**config.mk**
```make
export PLATFORM = sky130hd
export DESIGN_NAME = ahbl_arbiter
export DESIGN_NICKNAME = d
export VERILOG_FILES = /design/src/rtl/ahbl_arbiter.sv
export SDC_FILE = /design/constraint.sdc
export NUM_CORES = 1
export LEC_CHECK = 0
export ABC_AREA = 0
export CELL_PAD_IN_SITES_DETAIL_PLACEMENT = 0
export CELL_PAD_IN_SITES_GLOBAL_PLACEMENT = 1
export CORE_AREA = 5 5 144 146
export CTS_CLUSTER_DIAMETER = 30
export DETAILED_ROUTE_END_ITERATION = 16
export DIE_AREA = 0 0 149 151
export DONT_BUFFER_PORTS = 1
export PLACE_DENSITY = 0.74
export SLEW_MARGIN = 20
export SYNTH_ARGS = -nofsm -noshare
export SYNTH_HDL_FRONTEND = slang
export SYNTH_SLANG_ARGS = --single-unit
```
**constraint.sdc**
```tcl
create_clock -name hclk -period 3.2 [get_ports hclk]
set_input_delay 0.48 -clock hclk [delete_from_list [all_inputs] [get_ports hclk]]
set_output_delay 0.48 -clock hclk [all_outputs]
set_load 0.005 [all_outputs]
```
**src/rtl/ahbl_arbiter.sv**
```systemverilog
// ahbl_arbiter: round-robin arbiter and multiplexer that lets NUM_MST AHB-Lite
// masters share one AHB-Lite slave port. A master that loses arbitration has its
// address phase parked in a one-entry holding register and is stalled through its
// own hready. The block also owns the bridge clock-ratio setting and applies it
// only while the shared bus is quiescent.
module ahbl_arbiter #(
   parameter int         NUM_MST       = 2,
   parameter logic [3:0] CLK_RATIO_RST = 4'd1
) (
   input  logic                   hclk,
   input  logic                   hreset,
   // master ports, slice i belongs to master i
   input  logic [NUM_MST-1:0]     m_hsel,
   input  logic [32*NUM_MST-1:0]  m_haddr,
   input  logic [2*NUM_MST-1:0]   m_htrans,
   input  logic [3*NUM_MST-1:0]   m_hsize,
   input  logic [3*NUM_MST-1:0]   m_hburst,
   input  logic [4*NUM_MST-1:0]   m_hprot,
   input  logic [NUM_MST-1:0]     m_hwrite,
   input  logic [32*NUM_MST-1:0]  m_hwdata,
   output logic [32*NUM_MST-1:0]  m_hrdata,
   output logic [NUM_MST-1:0]     m_hready,
   output logic [NUM_MST-1:0]     m_hresp,
   // shared slave port
   output logic                   s_hsel,
   output logic [31:0]            s_haddr,
   output logic [1:0]             s_htrans,
   output logic [2:0]             s_hsize,
   output logic [2:0]             s_hburst,
   output logic [3:0]             s_hprot,
   output logic                   s_hwrite,
   output logic [31:0]            s_hwdata,
   input  logic [31:0]            s_hrdata,
   input  logic                   s_hready,
   input  logic                   s_hresp,
   // clock-ratio configuration
   input  logic [3:0]             cfg_clk_ratio,
   input  logic                   cfg_clk_ratio_vld,
   output logic [3:0]             s_clk_ratio
);

   localparam int IW = (NUM_MST > 2) ? 2 : 1;

   localparam logic [1:0] HT_BUSY = 2'b01;
   localparam logic [1:0] HT_SEQ  = 2'b11;

   // one complete address phase as seen on an AHB-Lite port
   typedef struct packed {
      logic        sel;
      logic [31:0] addr;
      logic [1:0]  trans;
      logic [2:0]  size;
      logic [2:0]  burst;
      logic [3:0]  prot;
      logic        write;
   } ap_t;

   ap_t               live_ap [NUM_MST];
   ap_t               src_ap  [NUM_MST];
   ap_t               hold_q  [NUM_MST];
   ap_t               hold_d  [NUM_MST];
   logic [31:0]       m_wdata [NUM_MST];
   ap_t               out_q, out_d;

   logic [NUM_MST-1:0] pend_q, pend_d;
   logic [NUM_MST-1:0] live_req, req, own_dp;
   logic [IW-1:0]      rr_last_q, rr_last_d;
   logic [IW-1:0]      dp_own_q, dp_own_d;
   logic [IW-1:0]      win_idx, cand;
   logic               dp_vld_q, dp_vld_d;
   logic               win_vld, lock, grant, quiet;
   logic [3:0]         shadow_q, shadow_d;
   logic [3:0]         ratio_q, ratio_d;
   logic               ratio_pend_q, ratio_pend_d;

   genvar gi;
   generate
      for (gi = 0; gi < NUM_MST; gi++) begin : g_mst
         assign live_ap[gi] = {m_hsel[gi], m_haddr[gi*32 +: 32], m_htrans[gi*2 +: 2],
                               m_hsize[gi*3 +: 3], m_hburst[gi*3 +: 3],
                               m_hprot[gi*4 +: 4], m_hwrite[gi]};
         assign m_wdata[gi]  = m_hwdata[gi*32 +: 32];
         // only the data-phase owner sees the slave response
         assign own_dp[gi]   = dp_vld_q && (dp_own_q == IW'(gi));
         assign m_hready[gi] = own_dp[gi] ? s_hready : ~pend_q[gi];
         assign m_hresp[gi]  = own_dp[gi] & s_hresp;
         assign m_hrdata[gi*32 +: 32] = own_dp[gi] ? s_hrdata : 32'h0;
         // a live request is only sampled while the master itself sees hready high
         assign live_req[gi] = ~pend_q[gi] & m_hready[gi] & m_hsel[gi] & m_htrans[gi*2+1];
         assign req[gi]      = pend_q[gi] | live_req[gi];
         assign src_ap[gi]   = pend_q[gi] ? hold_q[gi] : live_ap[gi];
      end
   endgenerate

   // the data-phase owner keeps the bus while its next beat continues the burst
   assign lock = dp_vld_q && src_ap[dp_own_q].sel &&
                 ((src_ap[dp_own_q].trans == HT_SEQ) || (src_ap[dp_own_q].trans == HT_BUSY)) &&
                 (pend_q[dp_own_q] || m_hready[dp_own_q]);

   assign grant = s_hready & win_vld;
   assign quiet = ~dp_vld_q && (pend_q == '0) && (req == '0);

   // winner selection: burst lock first, then round-robin from rr_last+1
   always_comb begin
      win_vld = 1'b0;
      win_idx = rr_last_q;
      cand    = '0;
      if (lock) begin
         win_vld = 1'b1;
         win_idx = dp_own_q;
      end else begin
         // walk downwards so the nearest candidate after rr_last is assigned last
         for (int k = NUM_MST; k >= 1; k--) begin
            cand = IW'((int'(rr_last_q) + k) % NUM_MST);
            if (req[cand]) begin
               win_vld = 1'b1;
               win_idx = cand;
            end
         end
      end
   end

   // slave address phase: live winner when ready, otherwise frozen through the stall
   always_comb begin
      out_d = out_q;
      if (s_hready) begin
         out_d = win_vld ? src_ap[win_idx] : '0;
      end
   end

   // holding registers: park losers and stalled requests, release on grant
   always_comb begin
      pend_d = pend_q;
      hold_d = hold_q;
      for (int i = 0; i < NUM_MST; i++) begin
         if (grant && (win_idx == IW'(i))) begin
            pend_d[i] = 1'b0;
         end else if (live_req[i]) begin
            pend_d[i] = 1'b1;
            hold_d[i] = live_ap[i];
         end
      end
   end

   // round-robin pointer and data-phase owner advance with each accepted address phase
   always_comb begin
      rr_last_d = rr_last_q;
      dp_vld_d  = dp_vld_q;
      dp_own_d  = dp_own_q;
      if (s_hready) begin
         dp_vld_d = win_vld;
         if (win_vld) begin
            rr_last_d = win_idx;
            dp_own_d  = win_idx;
         end
      end
   end

   // clock ratio: shadow the latest strobe, apply it on the first quiet cycle
   always_comb begin
      shadow_d     = shadow_q;
      ratio_d      = ratio_q;
      ratio_pend_d = ratio_pend_q;
      if (ratio_pend_q && quiet) begin
         ratio_d      = shadow_q;
         ratio_pend_d = 1'b0;
      end
      if (cfg_clk_ratio_vld) begin
         shadow_d     = cfg_clk_ratio;
         ratio_pend_d = 1'b1;
      end
   end

   // state registers with synchronous reset
   always_ff @(posedge hclk) begin
      if (hreset) begin
         pend_q       <= '0;
         rr_last_q    <= IW'(NUM_MST - 1);
         dp_own_q     <= '0;
         dp_vld_q     <= 1'b0;
         out_q        <= '0;
         shadow_q     <= CLK_RATIO_RST;
         ratio_q      <= CLK_RATIO_RST;
         ratio_pend_q <= 1'b0;
         for (int i = 0; i < NUM_MST; i++) begin
            hold_q[i] <= '0;
         end
      end else begin
         pend_q       <= pend_d;
         rr_last_q    <= rr_last_d;
         dp_own_q     <= dp_own_d;
         dp_vld_q     <= dp_vld_d;
         out_q        <= out_d;
         shadow_q     <= shadow_d;
         ratio_q      <= ratio_d;
         ratio_pend_q <= ratio_pend_d;
         for (int i = 0; i < NUM_MST; i++) begin
            hold_q[i] <= hold_d[i];
         end
      end
   end

   assign s_hsel      = out_d.sel;
   assign s_haddr     = out_d.addr;
   assign s_htrans    = out_d.trans;
   assign s_hsize     = out_d.size;
   assign s_hburst    = out_d.burst;
   assign s_hprot     = out_d.prot;
   assign s_hwrite    = out_d.write;
   assign s_hwdata    = dp_vld_q ? m_wdata[dp_own_q] : 32'h0;
   assign s_clk_ratio = ratio_q;

endmodule

```
---- After elaboration in Yosys (flattened, before gate mapping) ----
Cells that the tools add are included.
storage, ports and cells
  output and inout port bits .............. 150
  input bits .............................. 197
  logic and storage cells ................. 112
  bits in registers ....................... 152
cells by class
  reductions and logical operators ........ 20
  equal/unequal tests ..................... 2
  bitwise logic cells ..................... 20
  $add $sub $neg .......................... 2
  $lt $le $gt $ge ......................... 5
  multiplexer cells ....................... 34
operators with widths
  cell                   number
  $mux W46               10
  $mux W32               6
  $mux W1                18
  $logic_and A1 B1 Y1    10
  $and A1 B1 Y1          9
  $not A1 Y1             7
  $lt A1 B2 Y1 const B   3
  $reduce_and A2 Y1      3
  $ge A2 B2 Y1 const B   2
  $logic_not A2 Y1       2
  $not A1 Y2             2
  $reduce_or A2 Y1       2
  $add A1 B1 Y1 const B  2
  $eq A2 B1 Y1 const B   1
  $eq A2 B2 Y1 const B   1
  $logic_or A1 B1 Y1     2
  $or A1 B1 Y1           2
  $reduce_bool A2 Y1     1

---- Depth between registers and ports, before layout ----
Gate-level depths: netlist of run 1.
  word-level depth ........................ 18
  depth in mapped cells ................... 10

---- Worst setup path before layout of run 1 ----
No wires, ideal clock.
  kind .................................... input -> output
  start point ............................. input s_hready
  end point ............................... output s_haddr[0]
  stages .................................. 9
  setup slack ............................. 0.666 ns
  data required time ...................... 2.720 ns
  data arrival time ....................... 2.054 ns
  path through ............................ buf_4 -> or3b_1 -> a31o_1 -> o21ai_0 -> mux2i_4 -> buf_6 -> buf_4 -> nand3_1 -> nand3_1
on the way
  longest elaborated chain between the ends .. 16
  elaborated cells between the ends (all ways) .. 30
  those cells by class .................... mux (19); bitwise (9); reduce/logical (2)
RTL lines
  element                                       line  source
  start: declaration                            34    input logic s_hready,
  $mux W1                                       85    assign m_hready[gi] = own_dp[gi] ? s_hready : ~pend_q[gi];
  $and A1 B1 Y1 (3 in series)                   89    assign live_req[gi] = ~pend_q[gi] & m_hready[gi] & m_hsel[gi] & m_htrans[gi*2+1];
  $or A1 B1 Y1                                  90    assign req[gi] = pend_q[gi] | live_req[gi];
  $mux W1 (implied by the code) (2 in series)   115   if (req[cand]) begin
  $mux W1 (2 in series)                         115
  $mux W1                                       108   if (lock) begin
  $not A1 Y2 (implied by the code)              127   out_d = win_vld ? src_ap[win_idx] : '0;
  $mux W46 (implied by the code) (3 in series)  127
  $mux W46                                      127
  $mux W46 (*)                                  126   if (s_hready) begin
  end: declaration                              26    output logic [31:0] s_haddr,
Mark *: on every way between the ends. The rest lies on a longest branch, timed or not. The select of a mux whose other input is x is not followed.

---- Worst setup path in the final report of run 1 ----
  start point ............................. register dp_vld_q
  end point ............................... output s_haddr[20]
on the way
  longest elaborated chain between the ends .. 17
  elaborated cells between the ends (all ways) .. 34
  those cells by class .................... mux (19); bitwise (9); reduce/logical (6)
RTL lines
  element                                       line  source
  start: declaration                            70    logic dp_vld_q, dp_vld_d;
  start signal: assignment                      192   dp_vld_q <= dp_vld_d;
  $logic_and A1 B1 Y1                           84    assign own_dp[gi] = dp_vld_q && (dp_own_q == IW'(gi));
  $mux W1                                       85
  $and A1 B1 Y1 (3 in series)                   89
  $or A1 B1 Y1                                  90
  $mux W1 (implied by the code) (2 in series)   115
  $mux W1 (2 in series)                         115
  $mux W1                                       108
  $not A1 Y2 (implied by the code)              127
  $mux W46 (implied by the code) (3 in series)  127
  $mux W46 (*)                                  127
  $mux W46 (*)                                  126
Marked as above.

==> results of run 1 <==
## where the power goes
part | switching [W] | total (W) | leakage (nW) | internal [W]
sequential | 0.0000557 | 0.00207 | 1.24 | 0.00201
clock | 0.000789 | 0.00200 | 0.276 | 0.00121
combinational | 0.000453 | 0.000836 | 2.35 | 0.000383
total | 0.00130 | 0.00490 | 3.87 | 0.00361
## how the worst min path moves through the flow
stage / from / endpoint / slack, ps / depth (start not counted)
6_report: hreset / out_q[16] / 130 / 1
5_1_grt: hreset / out_q[13] / 100 / 1
4_1_cts: hreset / out_q[16] / 110 / 1
3_5_place_dp: hold_q[45] / hold_q[45] / 430 / 2
3_3_place_gp: hold_q[45] / hold_q[45] / 430 / 2
2_1_floorplan: hold_q[45] / hold_q[45] / 420 / 2
## per-layer routing
metal	part of all wire [%]	vias up
met4	1.2	10
met1	42	3191
met3	12	27
li1	-	3311
met2	45	233
met5	0.25	-
## sequential cells by signal, summed over array words and instances (netlist names)
| register | flops |
|---|---|
| ratio_pend_q | 1 |
| rr_last_q | 1 |
| dp_vld_q | 1 |
| pend_q | 2 |
| dp_own_q | 1 |
| s_clk_ratio | 4 |
| shadow_q | 4 |
| hold_q | 92 |
| out_q | 46 |
## metrics by stage
stage	util [%]	cell area [um2]	hold WS, ps
floorplan	-	8550	422
global placement	45.2	8720	425
detailed placement	45.2	8720	430
CTS	48.3	9310	108
global route	48.4	9320	102
finish	48.4	9320	131
## synthesized netlist by cell type (3+ instances only)
library cell	number	area, um2
a211o_1	3	26.3
a21oi_1	8	40.0
a31oi_1	49	307
and2_1	34	213
and3_1	34	213
buf_1	9	33.8
buf_12	5	100
buf_2	5	25.0
buf_4	5	37.5
buf_6	6	67.6
clkbuf_1	51	191
dfxtp_1	152	3040
inv_1	4	15.0
mux2_2	88	991
mux2i_1	128	1280
nand2_1	88	330
nand2b_1	90	563
nand3_1	96	480
nor2_1	84	315
nor2b_1	7	43.8
nor3_1	3	15.0
o21ai_0	3	15.0
## cell type report
class | count | area (um2)
Sequential cell | 152 | 3050
Inverter | 5 | 18.8
Timing Repair Buffer | 28 | 280
Clock inverter | 13 | 158
Clock buffer | 17 | 425
Fill cell | 1862 | 9950
Tap cell | 265 | 332
Multi-Input combinational cell | 736 | 5060
## critical path, stage by stage (launching register included)
cell and delay (ps):
dfxtp_1 420, or3b_1 420, a31o_1 270, a211oi_2 210
o21ai_1 180, o21ai_4 110, buf_6 290, nand2_1 110
nand3_1 150
## repair_timing
item	CTS	global route
gates resized for setup	0	3
buffers inserted	2	0
endpoints found under the setup margin	14	44
## cell families (layout without fill, tap and decap cells)
group,count (synthesis),in the layout,share of synthesized area [%]
muxes,217,217,26.8
AOI/OAI and AO/OA,78,78,6.07
and+or+nand+nor,441,441,26.0
DFF,152,152,35.6
buffers and inverters,86,63,5.54
==> flow_summary.yaml, run 1 <==
timing:
  worst_clock_skew_ps: 9.60
  rsz0062_at_grt: "false"
  drv_slew: 0
  relSlewSlack_pct: 46.9
  timing.final.crit_share_pct: 95.7
  finalHoldViolCount: 0
  worst_pin_slew_ps: 797
  fmax_ghz: 0.327
  period_needed_ps: 3060
  setup_viol: 0
  setup_tns_ps: 0
  setup_ws_ps: 139
setup_path:
  endpoint: "s_haddr[20]"
  timing.rr.end: "hold_q[47]"
  reg2reg_depth: 9
  cp.arrival_ps: 2580
  cp.required_ps: 2720
  reg2reg_setup_slack_ps: 450
  worstSetupPathType: "reg -> out"
  critPathLaunchType: "register"
  path_max_fanout: 26
  crit_path_end_kind: "output port"
  rr_startpoint: "pend_q[0]"
  startpoint: "dp_vld_q"
floorplan:
  rows: 51
  die_area_um2: 22500
  io-pin-count: 347
  coreArea_um2: 19300
  die_w_um: 149
  initial_core_util_pct: 44.4
  die_h_um: 151
logic_synthesis:
  ys_warn_count: 0
  synth_cell_type_count: 41
  synth_edf_count: 0
  syn_area_um2: 8550
  syn_nets: 1171
  synth_seq_area_share_pct: 35.6
  ys_ff_latch: 152
  ys.flop_type: "dfxtp_1"
  avgSynthCellArea_um2: 8.78
  syn-instance-count: 974
  synthArstFlopShare_pct: 0
route:
  wl_per_cell_um: 21.3
  wl_um: 25900
  dr.pass1.iters: 5
  vias: 6772
  postRouteAntennaNets: 0
  drc: 0
  viasPerCell: 5.57
  drt_iter0_markers: 429
global_route:
  antenna_found_initial: 5
  use_met2_pct: 31.8
  grt.total_usage_pct: 21.3
  met1_usage_pct: 27.4
  grt_overflow_total: 0
  grt_first_pass_wirelength_um: 36900
  top_usage_layer: "met2"
  grt_max_degree: 197
  use_met3_pct: 11.4
  first_global_vias: 6261
finish:
  diodes: 0
  nNetsFinal: 1137
  finalNonFillerCells: 1216
  drive_gt1_share_pct: 16.5
  final_cell_mix: "dfxtp_1 (149), mux2i_1 (128), nand3_1 (96)"
  syn_to_final_growth_pct: 9.00
  final_common_cell: "dfxtp_1"
outcome:
  status: "finished clean"
placed_design:
  dp_hpwl_um: 18600
  finalWeightedCongestion: 0.778
  dp_slack_ps: 413
  numPortBuffers: 0
  dpl.cell_count: 1184
cts:
  holdBufCountCts: 0
  clkSinkCount: 152
  htreeDepth: 4
  clk-insertion-delay-late_ps: 420
  root_buffer: "clkbuf_16"
  cts_buffers: 17
  clk_path_buf_depth: 2
  path_clk_slew_ps: 60
  cts_tree: "yes"
pwr:
  power.density_nw_per_um2: 526
  p_total_w: 0.00490
  leakage_nw: 3.87
  vdd_drop_max_v: 0.000410
hold_path:
  min_path_type: "in -> reg"
run:
  cap_violations: 0
Note: power is estimated with default switching activity, not from simulation.
==> run 2, diff against run 1 <==
GPL_TIMING_DRIVEN = 0   (was default)
==> run 2 against run 1 <==
Combinational power is 14% higher. Sequential share of layout area is 1.0 points lower. Non-clock buffer count is 56 higher. First-iteration DRC count is 26% lower. Worst setup slack worse by 53 ps. Critical endpoint is now s_haddr[21].
==> flow_summary.yaml, run 2 (synthesized netlist as in run 1, its figures left out) <==
outcome:
  status: "finished clean"
cts:
  root_buffer: "clkbuf_16"
  path_clk_slew_ps: 60
  cts_tree: "yes"
  cts_buffers: 17
  htreeDepth: 4
  holdBufCountCts: 0
  clk_path_buf_depth: 2
  clkSinkCount: 152
  clk-insertion-delay-late_ps: 430
global_route:
  first_global_vias: 6775
  grt_max_degree: 17
  grt_first_pass_wirelength_um: 41000
  antenna_found_initial: 4
  grt_overflow_total: 0
  grt.total_usage_pct: 24.0
route:
  wl_um: 28900
  drt_iter0_markers: 316
  viasPerCell: 5.56
  dr.pass1.iters: 5
  wl_per_cell_um: 22.7
  postRouteAntennaNets: 0
  drc: 0
  vias: 7081
placed_design:
  finalWeightedCongestion: 0.887
  numPortBuffers: 0
  dp_hpwl_um: 22400
  dpl.cell_count: 1239
pwr:
  leakage_nw: 4.01
  p_total_w: 0.00516
  power.density_nw_per_um2: 536
  vdd_drop_max_v: 0.000499
timing:
  whs_ps: 175
  relSlewSlack_pct: 50.8
  setup_viol: 0
  timing.final.crit_share_pct: 97.3
  period_needed_ps: 3110
  drv_slew: 0
  finalHoldViolCount: 0
  worst_clock_skew_ps: 7.30
  worst_pin_slew_ps: 737
  setup_tns_ps: 0
  fmax_ghz: 0.321
  rsz0062_at_grt: "false"
setup_path:
  critPathLaunchType: "register"
  path_max_fanout: 10
  reg2reg_setup_slack_ps: 740
  cp.arrival_ps: 2630
  crit_path_end_kind: "output port"
  worstSetupPathType: "reg -> out"
  cp.required_ps: 2720
  startpoint: "pend_q[1]"
  rr_startpoint: "pend_q[0]"
finish:
  syn_to_final_growth_pct: 12.4
  final_util_pct: 49.9
  top_regs: "hold_q (92), out_q (46)"
  diodes: 0
  final_cell_mix: "dfxtp_1 (149), mux2i_1 (128), nand2b_1 (90)"
  largest_reg_flops: 92
  final_common_cell: "dfxtp_1"
  finalNonFillerCells: 1274
  nNetsFinal: 1193
  regMostFlops: "hold_q"
  drive_gt1_share_pct: 16.7
hold_path:
  min_path_type: "in -> reg"
  hp-start: "cfg_clk_ratio[0]"
floorplan:
  die_area_um2: 22500
  coreArea_um2: 19300
  io-pin-count: 347
  die_h_um: 151
  rows: 51
  initial_core_util_pct: 44.4
  die_w_um: 149
run:
  cap_violations: 0
-- run 2: changes by cell type in the layout (fill, tap and decap cells not counted), moves of 4 or more --
| cell | previous run | this run |
|---|---|---|
| clkbuf_1 | 0 | 50 |
| buf_4 | 21 | 7 |
| nand3_1 | 96 | 86 |
| nand3_2 | 0 | 10 |
| buf_1 | 0 | 9 |
| buf_6 | 2 | 7 |
| buf_2 | 0 | 4 |
-- run 2: cell type report --
class / instances / area, um2
Sequential cell: 152 / 3050
Timing Repair Buffer: 3 / 22.5
Clock inverter: 14 / 199
Fill cell: 1946 / 9650
Clock buffer: 18 / 429
Multi-Input combinational cell: 736 / 5100
Buffer: 81 / 464
Inverter: 5 / 20.0
Tap cell: 265 / 332
-- run 2: worst max-delay path: stages, from the launching register on --
cell      delay [ps]
dfxtp_2          410
mux2_2           370
nand2_1           70
o32a_1           180
nand2b_4         200
mux2i_4          290
buf_6            200
buf_4            200
nand3_1          130
nand3_2          160
-- run 2: power breakdown --
part	total, W	internal, W	switching (W)
combinational	0.000952	0.000404	0.000549
clock	0.00214	0.00131	0.000831
sequential	0.00206	0.00201	0.0000514
total	0.00516	0.00373	0.00143
-- run 2: metal layers --
metal / track usage (%) / up-vias / share of wire, %
met2: 34.5 / 238 / 43
met5: 0 / - / 0.21
met3: 9.66 / 31 / 10
met1: 33.8 / 3370 / 45
met4: 5.58 / 8 / 1.2
li1: - / 3434 / -
-- run 2: metrics by stage --
stage / cell area [um2] / worst slack [ps]
after detailed placement: 8890 / 195
after global routing: 9620 / 8.78
final: 9620 / 86.6
after CTS: 9540 / 12.3
after global placement: 8890 / 183
after floorplan: 8550 / 666
-- run 2: final timing paths --
path	endpoint	depth (start not counted)
max	s_haddr[21]	9
min	shadow_q[0]	1
max reg2reg	hold_q[86]	10
min reg2reg	hold_q[45]	2
-- run 2: timing repair --
action,4_1_cts,5_1_grt
setup endpoints to repair,67,39
setup buffers,0,3
gates resized for setup,6,17
==> run 3, diff against run 2 <==
==> constraint.sdc (replaced) <==
create_clock -name hclk -period 3.2 [get_ports hclk]
set_input_delay 0.48 -clock hclk [delete_from_list [all_inputs] [get_ports hclk]]
set_output_delay 0.48 -clock hclk [all_outputs]
set_load 0.05 [all_outputs]
==> run 3 against run 2 <==
Sequential share of layout area decreased by 2.2 points. Die area unchanged. Clock power increased by 8%. Utilization increased by 3.7 points. Non-clock buffer count increased by 3. Combinational power increased by 60%. Via count increased by 1.4%. Clock skew increased by 2.2 ps. Hold slack got worse by 5.8 ps. First-iteration DRC count increased by 25%. Wire length increased by 2.2%. Sequential cell count unchanged. Largest cell class unchanged.
==> flow_summary.yaml, run 3 (synthesized netlist as in run 1, its figures left out) <==
finish:
  final_area_um2: 10300
  nNetsFinal: 1196
  fillCellCount: 1832
  largest_reg_flops: 92
  regMostFlops: "hold_q"
  final_cell_mix: "dfxtp_1 (149), mux2i_1 (127), nand2b_1 (90)"
  drive_gt1_share_pct: 25.9
  finalNonFillerCells: 1277
  syn_to_final_growth_pct: 20.8
  diodes: 0
  top_regs: "hold_q (92), out_q (46)"
  final_common_cell: "dfxtp_1"
placed_design:
  finalWeightedCongestion: 0.887
  dp_hpwl_um: 22400
  numPortBuffers: 0
  placed_area_um2: 8890
  dpl.cell_count: 1239
timing:
  setup_tns_ps: 0
  relSlewSlack_pct: 24.0
  period_needed_ps: 3190
  rsz0062_at_grt: "true"
  setup_viol: 0
  worst_pin_slew_ps: 1140
  finalHoldViolCount: 0
  worst_clock_skew_ps: 9.45
  drv_slew: 0
  timing.final.crit_share_pct: 99.6
  fmax_ghz: 0.314
  whs_ps: 169
floorplan:
  io-pin-count: 347
  die_h_um: 151
  die_w_um: 149
  initial_core_util_pct: 44.4
  die_area_um2: 22500
  rows: 51
  coreArea_um2: 19300
cts:
  root_buffer: "clkbuf_16"
  cts_buffers: 17
  path_clk_slew_ps: 60
  cts_tree: "yes"
  clk-insertion-delay-late_ps: 430
  clk_path_buf_depth: 2
  htreeDepth: 4
  clkSinkCount: 152
route:
  viasPerCell: 5.62
  vias: 7180
  wl_um: 29500
  drt_iter0_markers: 394
  wl_per_cell_um: 23.1
  postRouteAntennaNets: 0
  dr.pass1.iters: 5
  drc: 0
setup_path:
  crit_path_end_kind: "output port"
  path_max_fanout: 10
  cp.arrival_ps: 2710
  worstSetupPathType: "reg -> out"
  critPathLaunchType: "register"
  cp.required_ps: 2720
global_route:
  antenna_found_initial: 4
  grt_max_degree: 17
  grt.total_usage_pct: 24.6
  grt_overflow_total: 0
  grt_first_pass_wirelength_um: 42100
  first_global_vias: 6977
outcome:
  status: "finished clean"
pwr:
  vdd_drop_max_v: 0.000404
  leakage_nw: 4.37
  power.density_nw_per_um2: 571
hold_path:
  min_path_type: "in -> reg"
run:
  cap_violations: 0
-- run 3: changes by cell type in the layout (fill, tap and decap cells not counted), sizes merged --
cell and change:
clkbuf -2, bufinv +2, clkinv +3, clkinvlp -3, buf +4, inv -1
-- run 3: final cells by class --
type | count | area (um2) | area share [%]
plain buffers | 81 | 492 | 4.76
clock buffers | 17 | 425 | 4.12
clock inverters | 15 | 250 | 2.42
inverters | 5 | 20.0 | 0.194
multi-input cells | 736 | 5720 | 55.4
flip-flops and latches | 152 | 3050 | 29.5
well taps | 265 | 332 | 3.21
repair buffers | 6 | 42.5 | 0.412
-- run 3: final timing paths --
kind / startpoint / end / slack [ps] / cells after the start
max: pend_q[1] / s_hburst[1] / 10 / 9
min: cfg_clk_ratio[0] / shadow_q[0] / 170 / 1
max reg2reg: pend_q[0] / hold_q[82] / 710 / 10
min reg2reg: hold_q[45] / hold_q[45] / 450 / 2
-- run 3: stage by stage --
stage / setup WS, ps / power [W] / utilization, %
detailed placement: -112 / 0.00349 / 46.1
global route: -72.7 / 0.00614 / 53.6
finish: 14.1 / 0.00591 / 53.6
floorplan: 353 / 0.00325 / -
CTS: -66.3 / 0.00588 / 51.8
global placement: -295 / 0.00348 / 46.1
-- run 3: worst max-delay path, stage by stage (launching register included) --
cell and delay [ps]:
dfxtp_4 370, mux2_2 350, nand2_1 70, o32a_1 190, nand2b_4 200, mux2i_4 320
buf_6 190, buf_6 170, nand3_1 160, nand3_4 250
-- run 3: power breakdown --
group | internal [W] | total, W | switching [W]
logic | 0.000469 | 0.00152 | 0.00105
registers | 0.00201 | 0.00207 | 0.0000565
clock network | 0.00147 | 0.00232 | 0.000852
total | 0.00395 | 0.00591 | 0.00196
-- run 3: routing by layer --
layer,wire [um],up-vias,track usage [%]
met5,56,-,0
met4,242,8,4.35
met3,2740,25,10.2
met2,13300,223,36.5
met1,13200,3472,34.0
li1,-,3452,-
-- run 3: repair_timing --
| item | 4_1_cts | 5_1_grt |
|---|---|---|
| hold buffers | 0 | 0 |
| endpoints found under the setup margin | 110 | 103 |
| gates cloned | 1 | 0 |
| gates resized for setup | 102 | 62 |
| pin swaps | 5 | 21 |
| setup buffers | 2 | 3 |
